File: config.mk
export PLATFORM = sky130hd
export DESIGN_NAME = m_div_seq
export DESIGN_NICKNAME = d
export VERILOG_FILES = /design/src/rtl/m_div_seq_pkg.sv /design/src/rtl/m_div_seq_step.sv /design/src/rtl/m_div_seq.sv
export SDC_FILE = /design/constraint.sdc
export NUM_CORES = 1
export LEC_CHECK = 0
export CAP_MARGIN = 0
export CORE_ASPECT_RATIO = 0.6
export CORE_MARGIN = 5
export CORE_UTILIZATION = 55
export CTS_BUF_LIST = sky130_fd_sc_hd__clkbuf_4
export DETAILED_ROUTE_END_ITERATION = 12
export PLACE_DENSITY = 0.87
export REMOVE_ABC_BUFFERS = 1
export SLEW_MARGIN = 10
export SYNTH_ARGS = -nofsm -noshare
export SYNTH_HDL_FRONTEND = slang
export SYNTH_SLANG_ARGS = --single-unit
File: constraint.sdc
create_clock -name clk_i -period 18 [get_ports clk_i]
set_input_delay 3.6 -clock clk_i [delete_from_list [all_inputs] [get_ports clk_i]]
set_output_delay 3.6 -clock clk_i [all_outputs]
set_load 0.05 [all_outputs]
File: src/rtl/m_div_seq_pkg.sv
// Shared types and opcode decode for the sequential RV64M divider.
package m_div_seq_pkg;

  localparam logic [5:0] ALU_OP_DIV   = 6'h20;
  localparam logic [5:0] ALU_OP_DIVU  = 6'h21;
  localparam logic [5:0] ALU_OP_REM   = 6'h22;
  localparam logic [5:0] ALU_OP_REMU  = 6'h23;
  localparam logic [5:0] ALU_OP_DIVW  = 6'h24;
  localparam logic [5:0] ALU_OP_DIVUW = 6'h25;
  localparam logic [5:0] ALU_OP_REMW  = 6'h26;
  localparam logic [5:0] ALU_OP_REMUW = 6'h27;

  typedef enum logic [1:0] {S_IDLE, S_CALC, S_FIX, S_DONE} div_state_e;

  typedef struct packed {
    logic valid;
    logic sgn;
    logic rem;
    logic word;
  } div_flags_t;

  function automatic div_flags_t decode_op(input logic [5:0] op);
    div_flags_t f;
    f = '0;
    f.valid = 1'b1;
    case (op)
      ALU_OP_DIV:   f.sgn = 1'b1;
      ALU_OP_DIVU:  ;
      ALU_OP_REM:   begin f.sgn = 1'b1; f.rem = 1'b1; end
      ALU_OP_REMU:  f.rem = 1'b1;
      ALU_OP_DIVW:  begin f.sgn = 1'b1; f.word = 1'b1; end
      ALU_OP_DIVUW: f.word = 1'b1;
      ALU_OP_REMW:  begin f.sgn = 1'b1; f.rem = 1'b1; f.word = 1'b1; end
      ALU_OP_REMUW: begin f.rem = 1'b1; f.word = 1'b1; end
      default:      f.valid = 1'b0;
    endcase
    return f;
  endfunction

endpackage

File: src/rtl/m_div_seq_step.sv
// One restoring division step: shift {rem,quo} left, trial-subtract divisor.
module m_div_step #(
  parameter int XLEN = 64
) (
  input  logic [XLEN-1:0] rem,
  input  logic [XLEN-1:0] quo,
  input  logic [XLEN-1:0] dvs,
  output logic [XLEN-1:0] rem_nxt,
  output logic [XLEN-1:0] quo_nxt
);

  logic [XLEN:0] shf;
  logic [XLEN:0] dif;
  logic          ge;

  assign shf = {rem, quo[XLEN-1]};
  assign dif = shf - {1'b0, dvs};
  // rem < dvs on entry, so the top bit of the 65-bit difference is an exact borrow
  assign ge      = ~dif[XLEN];
  assign rem_nxt = ge ? dif[XLEN-1:0] : shf[XLEN-1:0];
  assign quo_nxt = {quo[XLEN-2:0], ge};

endmodule

File: src/rtl/m_div_seq.sv
// Iterative radix-2 restoring divider for DIV/DIVU/REM/REMU and their W forms.
module m_div_seq
  import m_div_seq_pkg::*;
#(
  parameter int XLEN = 64
) (
  input  logic            clk_i,
  input  logic            rst_i,
  input  logic            start_i,
  input  logic            kill_i,
  input  logic [5:0]      op_i,
  input  logic [XLEN-1:0] a_i,
  input  logic [XLEN-1:0] b_i,
  output logic            busy_o,
  output logic            done_o,
  output logic [XLEN-1:0] result_o
);

  div_state_e state_q, state_d;
  div_flags_t dec;

  logic [XLEN-1:0] quo_q, rem_q, dvs_q;
  logic [XLEN-1:0] quo_nxt, rem_nxt;
  logic [5:0]      cnt_q;
  logic            op_rem_q, op_word_q, qneg_q, rneg_q, spec_q;

  logic            launch, sa, sb, div0, ovf;
  logic [XLEN-1:0] a_mag, b_mag;
  logic [31:0]     a_neg32, b_neg32;
  logic [XLEN-1:0] q_fix, r_fix, sel, fix_res;

  assign dec    = decode_op(op_i);
  assign launch = (state_q == S_IDLE) && start_i && !kill_i && dec.valid;

  assign sa      = dec.sgn & (dec.word ? a_i[31] : a_i[XLEN-1]);
  assign sb      = dec.sgn & (dec.word ? b_i[31] : b_i[XLEN-1]);
  assign a_neg32 = 32'd0 - a_i[31:0];
  assign b_neg32 = 32'd0 - b_i[31:0];
  assign a_mag   = dec.word ? {32'd0, sa ? a_neg32 : a_i[31:0]} : (sa ? '0 - a_i : a_i);
  assign b_mag   = dec.word ? {32'd0, sb ? b_neg32 : b_i[31:0]} : (sb ? '0 - b_i : b_i);

  assign div0 = dec.word ? (b_i[31:0] == 32'd0) : (b_i == '0);
  assign ovf  = dec.sgn & (dec.word ? (a_i[31:0] == 32'h8000_0000 && b_i[31:0] == 32'hFFFF_FFFF)
                                    : (a_i == {1'b1, {(XLEN-1){1'b0}}} && b_i == '1));

  m_div_step #(.XLEN(XLEN)) u_step (
    .rem     (rem_q),
    .quo     (quo_q),
    .dvs     (dvs_q),
    .rem_nxt (rem_nxt),
    .quo_nxt (quo_nxt)
  );

  // Special-case results are preloaded raw, so sign correction is bypassed for them
  assign q_fix   = (!spec_q && qneg_q) ? '0 - quo_q : quo_q;
  assign r_fix   = (!spec_q && rneg_q) ? '0 - rem_q : rem_q;
  assign sel     = op_rem_q ? r_fix : q_fix;
  assign fix_res = op_word_q ? {{(XLEN-32){sel[31]}}, sel[31:0]} : sel;

  always_ff @(posedge clk_i or posedge rst_i) begin
    if (rst_i) state_q <= S_IDLE;
    else       state_q <= state_d;
  end

  always_comb begin
    state_d = state_q;
    busy_o  = 1'b0;
    done_o  = 1'b0;
    case (state_q)
      S_IDLE: if (launch) state_d = (div0 || ovf) ? S_FIX : S_CALC;
      S_CALC: begin
        busy_o = 1'b1;
        if (cnt_q == 6'd0) state_d = S_FIX;
      end
      S_FIX: begin
        busy_o  = 1'b1;
        state_d = S_DONE;
      end
      S_DONE: begin
        done_o  = 1'b1;
        state_d = S_IDLE;
      end
      default: state_d = S_IDLE;
    endcase
    if (kill_i) state_d = S_IDLE;
  end

  always_ff @(posedge clk_i or posedge rst_i) begin
    if (rst_i) begin
      quo_q     <= '0;
      rem_q     <= '0;
      dvs_q     <= '0;
      cnt_q     <= '0;
      op_rem_q  <= 1'b0;
      op_word_q <= 1'b0;
      qneg_q    <= 1'b0;
      rneg_q    <= 1'b0;
      spec_q    <= 1'b0;
      result_o  <= '0;
    end else if (!kill_i) begin
      case (state_q)
        S_IDLE: if (launch) begin
          op_rem_q  <= dec.rem;
          op_word_q <= dec.word;
          qneg_q    <= sa ^ sb;
          rneg_q    <= sa;
          dvs_q     <= b_mag;
          cnt_q     <= dec.word ? 6'd31 : 6'd63;
          spec_q    <= div0 | ovf;
          if (div0) begin
            quo_q <= '1;
            rem_q <= a_i;
          end else if (ovf) begin
            quo_q <= a_i;
            rem_q <= '0;
          end else begin
            // W dividend sits in the top half so its MSB shifts out first
            quo_q <= dec.word ? {a_mag[31:0], 32'd0} : a_mag;
            rem_q <= '0;
          end
        end
        S_CALC: begin
          quo_q <= quo_nxt;
          rem_q <= rem_nxt;
          cnt_q <= cnt_q - 6'd1;
        end
        S_FIX:   result_o <= fix_res;
        default: ;
      endcase
    end
  end

endmodule

# Word level (Yosys, flattened, before mapping)

Index checks and enable logic that the tools add are counted.

Memories: 0
Bits in latches: 0
Word-level logic and storage cells: 105
Bits in read-only memories: 0
RAM bits: 0
Bits in registers: 269

Bitwise logic cells: 7
Shift operators: 0
Multipliers: 0
$lt $le $gt $ge: 0
Eq/ne operators: 18
Reduce and logical (&&, ||, !) cells: 24
Add/sub/neg operators: 8
Div/mod/pow operators: 0
Muxes and demuxes: 37

Operator list:

| cell                                               | number |
|---|---|
| two-way mux 64 bit                                 | 15 |
| one-hot mux 64 bit (2 select lines)                | 2 |
| subtractor 1 x 64 -> 64 bit (first input constant) | 4 |
| equality test 64 bit (second input constant)       | 2 |
| subtractor 65 x 64 -> 65 bit                       | 1 |
| equality test 32 bit (second input constant)       | 2 |
| zero test 64 bit                                   | 1 |
| two-way mux 32 bit                                 | 2 |
| subtractor 1 x 32 -> 32 bit (first input constant) | 2 |
| equality test 6 bit (second input constant)        | 8 |
| zero test 32 bit                                   | 1 |
| two-way mux 6 bit                                  | 2 |
| one-hot mux 6 bit (2 select lines)                 | 1 |
| OR reduction 4 bit                                 | 3 |
| two-way mux 1 bit                                  | 10 |
| two-way mux 2 bit                                  | 4 |
| one-hot mux 2 bit (4 select lines)                 | 1 |
| OR reduction 8 bit                                 | 1 |
| logical AND 1 bit                                  | 7 |
| zero test 6 bit                                    | 1 |
| inequality test 3 bit (second input constant)      | 2 |
| AND reduction 3 bit                                | 2 |
| subtractor 6 x 1 -> 6 bit (second input constant)  | 1 |
| equality test 2 bit (second input constant)        | 2 |
| other kinds (12)                                   | 17 |

# Logic depth before layout (Yosys ltp)

Gate-level depths: netlist of the first run.

Depth in word-level cells: 12
Gate-level depth with buffers: 16

# Cells and area by module

Synthesis of the first run repeated with hierarchy kept, for this count alone.

Cell total of the unflattened synthesis: 3,125
Area, all modules: 24,263.3 um2

Modules (own cells, without submodules):

| module     | area each (um2) | sequential area each (um2) | times used | cells each |
|---|---|---|---|---|
| m_div_seq  | 18,685.4        | 6,731.5                    | 1          | 2,334 |
| m_div_step | 5,577.8         | 0.0                        | 1          | 791 |

# Worst setup path after synthesis of the first run

Ideal clock, no wire load.

Path kind: input to register
From: input a_i[20]
To: register quo_q[55]
Cell stages on the path: 11
Setup time: 0.135 ns
Path slack: 11.491 ns
Path buffers: 2
Arrival time: 6.374 ns
Required time: 17.865 ns
Path through: or4_4 -> or3_1 -> or4_1 -> or4_4 -> o31ai_4 -> and2b_1 -> buf_4 -> buf_4 -> a21oi_1 -> o21ai_0 -> a21oi_1

Word-level cells in the longest chain between the ends: 8
Elaborated cells between the ends (all ways): 16
Classes of those cells: add/sub (2); eq/ne (2); mux (9); bitwise (1); reduce/logical (2)

Ends and longest elaborated chain:

| element                                                        | line                              | source |
|---|---|---|
| start, declared                                                | m_div_seq.sv:12                   | `input logic [XLEN-1:0] a_i,` |
| subtractor 1 x 64 -> 64 bit, or another cell as far along      | m_div_seq.sv:39                   | `assign a_mag = dec.word ? {32'd0, sa ? a_neg32 : a_i[31:0]} : (sa ? '0 - a_i : a_i);` |
| two-way mux 64 bit, or another cell as far along               | m_div_seq.sv:39                   |  |
| two-way mux 64 bit / two-way mux 1 bit (equally long branches) | m_div_seq.sv:39, m_div_seq.sv:43  |  |
| two-way mux 64 bit / AND 1 bit (equally long branches)         | m_div_seq.sv:118, m_div_seq.sv:43 |  |
| two-way mux 64 bit (*)                                         | m_div_seq.sv:113                  | `end else if (ovf) begin` |
| two-way mux 64 bit (*)                                         | m_div_seq.sv:110                  | `if (div0) begin` |
| two-way mux 64 bit (*)                                         | m_div_seq.sv:102                  | `S_IDLE: if (launch) begin` |
| one-hot mux 64 bit (2 select lines) (*)                        | m_div_seq.sv:101                  | `case (state_q)` |
| end signal, assigned                                           | m_div_seq.sv:114                  | `quo_q <= a_i;` |
| end signal, assigned                                           | m_div_seq.sv:118                  | `quo_q <= dec.word ? {a_mag[31:0], 32'd0} : a_mag;` |
| end signal, assigned                                           | m_div_seq.sv:123                  | `quo_q <= quo_nxt;` |
| end, declared                                                  | m_div_seq.sv:22                   | `logic [XLEN-1:0] quo_q, rem_q, dvs_q;` |

Every way passes the cells marked *; elsewhere a longest branch is shown, timed or not. The select of a mux whose other input is x is not followed.
A chain may end at the register's enable or synchronous reset.

# Final worst setup path of the first run

From: input a_i[2]
To: register quo_q[21]

Same word-level chain as after synthesis.

==> impl_metrics.ini, run 1 <==
[clock_network]
cts_tree = done
hold_buffers = 0
max-clock-path-buffers = 3
clk_pin_slew_worst_paths_ps = 70
cts-root-buf = clkbuf_4
htree_num_levels = 3
ctsResizeCount = 0
clk_latency_ps = 790
cts.sinks = 269
post_cts_buffers = 0
cts_buffers = 71

[yosys]
ys_ff_latch = 269
synth_area_um2 = 22700
syn_avg_cell_area_um2 = 7.46
ys_seq_area_share_pct = 29.6
ys.flop_type = dfrtp_1
synth-edff-count = 0
synthCells = 3048
synth_cell_types = 82
synth-async-reset-ratio_pct = 100
yosys_warnings = 0

[worst_setup_path]
crit_path_end_kind = register
crit_path_max_fanout = 39
slowest_stage = nand3_2
path_class = in2reg
cp.buffers_inverters = 1
cp-start-kind = primary input
path_cells = clkdlybuf4s50_1 > nor4_1 > nand3_1 > or4_1 > or4_4 > o31ai_4 > nand3_2 > nand2_1 > o21ai_0 > o211a_1
worstPathArrival_ps = 8150
path_delay_family = simple AND/OR/NAND/NOR gates
crit_required_ps = 18660
slowest_delay_ps = 750

[floorplanning]
die_y_um = 168
coreArea_um2 = 40700
chipWidth_um = 273
ios = 204
die_area_um2 = 45600
initial_core_util_pct = 55.9
fp-row-count = 57

[status]
status = complete, no violations

[cells_and_area]
fin_cells = 3741
fill_cells = 3629
nets = 3372
areaGrowthSynthToFinish_pct = 13.7
seq_area_um2 = 6730
multiInputGateArea_um2 = 14800
finish.instance_area_um2 = 25800
drive_above_1_share_pct = 5.68

[power_and_ir_drop]
power-per-cell-area_nw_per_um2 = 181
leakage_nw = 10.4
vdd_drop_max_v = 0.0000955

[placement]
place_area_um2 = 25000
placedCellCount = 3616
routabilityCongestion = 1.11
numPortBuffers = 203
place_hpwl_mm = 69.6
dp_worst_setup_slack_ps = 9910

[drt]
drtIter0Drc = 3520
drtAntennaViolNets = 0
routed_wl_mm = 91.1
first_pass_iters = 6
drc = 0
wl_per_cell_um = 24.4
vias_per_cell = 6.72
vias = 25100

[sta]
maxSlewHeadroom_pct = 9.86
finalHoldViolCount = 0
finClkSkew_ps = 65.2
rsz0062_at_grt = no
max_freq_mhz = 133
final.min_clock_period_ps = 7490
period_share_pct = 41.6
worst_pin_slew_ps = 1340
setup_violations = 0
finalSetupTns_ps = 0
setup_slack_ps = 10510
maxSlewViolCount = 0

[min_path]
holdCritPathClass = reg2reg

[global_route]
grt_use_total_pct = 38.5
grt_pass1_wl_mm = 138
grt_pass1_vias = 22800
antenna_found_initial = 4
grt_start_max_net_pins = 98
grt.overflow.total = 0

[run]
cap_violations = 0
[logic make-up (layout without fill, tap and decap cells)]
group	Yosys count	in the layout	synth area share, %
AOI/OAI and AO/OA	1029	1029	27.2
xor gates and xnor gates	267	267	10.3
adders and majority gates	76	76	4.21
buffers and inverters	317	476	5.41
DFF	269	269	29.6
muxes	22	22	0.996
other	0	3	0
and+or+nand+nor	1068	1068	22.3
[synth_stat cells (24+ instances only)]
| library cell | count | area (um2) |
|---|---|---|
| or4_1 | 28 | 210 |
| or3_1 | 71 | 444 |
| nand4_1 | 43 | 269 |
| clkbuf_1 | 167 | 627 |
| xor2_1 | 108 | 946 |
| xnor2_1 | 159 | 1390 |
| inv_1 | 116 | 435 |
| a221oi_1 | 32 | 280 |
| nand2_1 | 350 | 1310 |
| a31oi_1 | 43 | 269 |
| a211oi_1 | 31 | 233 |
| o21ai_0 | 368 | 1840 |
| ha_1 | 75 | 938 |
| nor3_1 | 72 | 360 |
| o22ai_1 | 24 | 150 |
| a21oi_1 | 301 | 1510 |
| dfrtp_1 | 269 | 6730 |
| nor2_1 | 282 | 1060 |
| o31ai_1 | 38 | 285 |
| a21o_1 | 43 | 323 |
| nor4_1 | 39 | 244 |
| nand2b_1 | 28 | 175 |
| nand3_1 | 59 | 295 |
[state kept, by name, summed over array words and instances (netlist names)]
register	count
cnt_q	6
dvs_q	64
op_rem_q	1
op_word_q	1
qneg_q	1
quo_q	64
rem_q	64
result_o	64
rneg_q	1
spec_q	1
state_q	2
[layout by cell type, fill, tap and decap left out, types with 59 or more instances in the layout]
master             n
a21oi_1          299
clkbuf_4          94
clkdlybuf4s50_1  203
dfrtp_1          268
ha_1              75
inv_1            114
nand2_1          348
nand3_1           59
nor2_1           277
nor3_1            72
o21ai_0          368
or3_1             71
xnor2_1          159
xor2_1           108
[stage by stage]
| step | total power, mW | hold WS [ps] | util, % |
|---|---|---|---|
| 5_1_grt | 4.97 | 508 | 63.6 |
| 6_report | 4.68 | 480 | 63.6 |
| 2_1_floorplan | 3.04 | 450 | - |
| 3_5_place_dp | 3.99 | 471 | 61.4 |
| 4_1_cts | 4.55 | 484 | 63.6 |
| 3_3_place_gp | 3.92 | 461 | 61.4 |
[cell type report]
| type | instances | share of cell area [%] |
|---|---|---|
| Tap cell | 531 | 2.57 |
| Antenna cell | 3 | 0.0290 |
| Multi-Input combinational cell | 2462 | 57.4 |
| Clock inverter | 28 | 0.644 |
| Clock buffer | 94 | 2.73 |
| Sequential cell | 269 | 26.0 |
| Inverter | 116 | 1.71 |
| Timing Repair Buffer | 238 | 8.88 |
[power breakdown]
part	switching, mW	leakage, nW	internal [mW]	total (mW)
sequential	0.384	3.37	0.854	1.24
clock	0.288	0.504	0.272	0.560
combinational	1.84	6.57	1.04	2.88
total	2.52	10.4	2.16	4.68
[worst register-to-register path, cell delays in order (launching register included)]
cell	delay (ps)
dfrtp_1	340
inv_1	190
ha_1	310
fa_1	380
nand2b_1	200
a21o_1	210
a211o_1	300
a21oi_1	280
a211oi_1	240
o21ai_1	510
mux2i_1	360
and2_1	350
buf_4	340
mux2_2	420
a221oi_1	260
a21oi_1	70
[per-layer routing]
layer  vias up  GRT usage (%)  routed length, um
met4         4           11.9               2890
li1      11300              -                  -
met3       207           15.7              15300
met2      1865           50.4              34500
met1     11800           57.5              38300
met5         -              0                 30
[path summary, 6_finish.rpt]
check | slack [ps] | startpoint | cells after the start | to
min in group asynchronous | 3320 | rst_i | 2 | dvs_q[18]
max in group asynchronous | 12700 | rst_i | 4 | result_o[50]
hold reg to reg | 480 | result_o[49] | 2 | result_o[49]
hold / removal | 480 | result_o[49] | 2 | result_o[49]
setup / recovery | 10510 | a_i[2] | 10 | quo_q[21]
setup reg to reg | 13090 | quo_q[63] | 15 | rem_q[12]
No activity file was read; power rests on OpenSTA's default activity.
==> inputs of run 2 (changes only) <==
==> constraint.sdc (replaced) <==
create_clock -name clk_i -period 7.3 [get_ports clk_i]
set_input_delay 1.46 -clock clk_i [delete_from_list [all_inputs] [get_ports clk_i]]
set_output_delay 1.46 -clock clk_i [all_outputs]
set_load 0.05 [all_outputs]
==> run 2 against run 1 <==
Net effect: setup slack got worse by 8500 ps; die area unchanged; count of clock-buffer cells in the layout increased by 3; critical path depth did not move; first-iteration DRC count is 24% higher; clock skew shrank 25 ps; sequential power rose to 2.5 times the previous value; via count increased by 0.14%; global-route usage increased by 1.5 points; wire length grew 4.5%; largest cell class unchanged.
==> impl_metrics.ini, run 2 (synthesized netlist as in run 1, its figures left out) <==
[status]
status = complete, no violations

[sta]
period_share_pct = 72.9
maxSlewHeadroom_pct = 13.1
rsz0062_at_grt = no
maxSlewViolCount = 0
setup_slack_ps = 1980
finalHoldViolCount = 0
worst_pin_slew_ps = 1300
fin_hold_ws_ps = 478
finalSetupTns_ps = 0
finClkSkew_ps = 40.2
max_freq_mhz = 188
final.min_clock_period_ps = 5320
setup_violations = 0

[global_route]
grt_pass1_vias = 22900
grt_start_max_net_pins = 139
antenna_found_initial = 3
grt_pass1_wl_mm = 142
grt.overflow.total = 0
grt_use_total_pct = 40.1

[cells_and_area]
areaGrowthSynthToFinish_pct = 14.2
multiInputGateArea_um2 = 14800
seq_area_um2 = 6730
final_common_cell = o21ai_0
fin_cells = 3747
fill_cells = 3527
drive_above_1_share_pct = 5.91
mostFrequentLayoutCells = o21ai_0 (368), nand2_1 (348), a21oi_1 (300)
nets = 3378

[min_path]
holdCritPathClass = reg2reg
whs_path_depth = 2

[floorplanning]
initial_core_util_pct = 55.9
coreArea_um2 = 40700
die_y_um = 168
ios = 204
die_area_um2 = 45600
chipWidth_um = 273
fp-row-count = 57

[worst_setup_path]
crit_path_end_kind = register
path_cells = clkdlybuf4s50_1 > nor4_1 > nand3b_1 > or4_1 > or4_4 > o31ai_4 > nand3_2 > nand2_1 > o21ai_0 > o211a_1
r2r_slack_ps = 2120
slowest_delay_ps = 740
slowest_stage = nand3_2
path_class = in2reg
worstPathArrival_ps = 6000
cp-start-kind = primary input
reg2reg_depth = 13
crit_path_max_fanout = 39
crit_required_ps = 7980

[placement]
dp_worst_setup_slack_ps = 1260
numPortBuffers = 203
routabilityCongestion = 1.08
place_hpwl_mm = 72.3
placedCellCount = 3622

[clock_network]
cts-root-buf = clkbuf_4
clk_latency_ps = 790
hold_buffers = 0
cts_tree = done
ctsResizeCount = 0
post_cts_buffers = 0
max-clock-path-buffers = 3
cts_buffers = 71
cts.sinks = 269
clk_pin_slew_worst_paths_ps = 70
htree_num_levels = 3

[drt]
vias = 25200
drc = 0
drtIter0Drc = 4355
drtAntennaViolNets = 0
vias_per_cell = 6.71
wl_per_cell_um = 25.4
routed_wl_mm = 95.2
first_pass_iters = 7

[power_and_ir_drop]
vdd_drop_max_v = 0.000273
power.total_mw = 11.7
power-per-cell-area_nw_per_um2 = 450
leakage_nw = 10.5

[run]
cap_violations = 0
[run 2: power by group]
| group | switching (mW) | total [mW] | internal [mW] |
|---|---|---|---|
| Clock | 0.725 | 1.45 | 0.722 |
| Sequential | 0.996 | 3.10 | 2.10 |
| Combinational | 4.58 | 7.14 | 2.56 |
[run 2: critical path, delay by kind of cell]
family                 cells  cell delay (ps)
and+or+nand+nor            6             3400
AOI/OAI and AO/OA          3              560
buffers and inverters      1              550
[run 2: layer usage]
| metal | GRT usage (%) | vias to the layer above | routed length (um) |
|---|---|---|---|
| li1 | - | 11300 | - |
| met1 | 61.3 | 11800 | 41100 |
| met2 | 50.8 | 1856 | 34800 |
| met3 | 16.2 | 235 | 16000 |
| met4 | 12.1 | 2 | 3280 |
| met5 | 0 | - | 13 |
[run 2: path summary, 6_finish.rpt]
path | from | end
worst max-delay path | a_i[11] | quo_q[15]
worst max register to register | rem_q[0] | rem_q[4]
min in group asynchronous | rst_i | dvs_q[9]
worst min register to register | result_o[49] | result_o[49]
worst min-delay path | result_o[49] | result_o[49]
max in group asynchronous | rst_i | op_rem_q
[run 2: area by class of cell]
class                      count  share of cell area [%]
multi-input combinational   2462                    57.1
sequential                   269                    25.9
clock buffer                  97                    2.81
timing repair buffer         244                    9.16
inverter                     116                    1.71
antenna                        2                  0.0193
tap                          531                    2.56
clock inverter                26                   0.699
[run 2: metrics by stage]
stage / area (um2) / utilization [%]
3_3_place_gp: 25000 / 61.6
2_1_floorplan: 21900 / -
3_5_place_dp: 25000 / 61.6
6_report: 26000 / 63.9
4_1_cts: 26000 / 63.8
5_1_grt: 26000 / 63.9
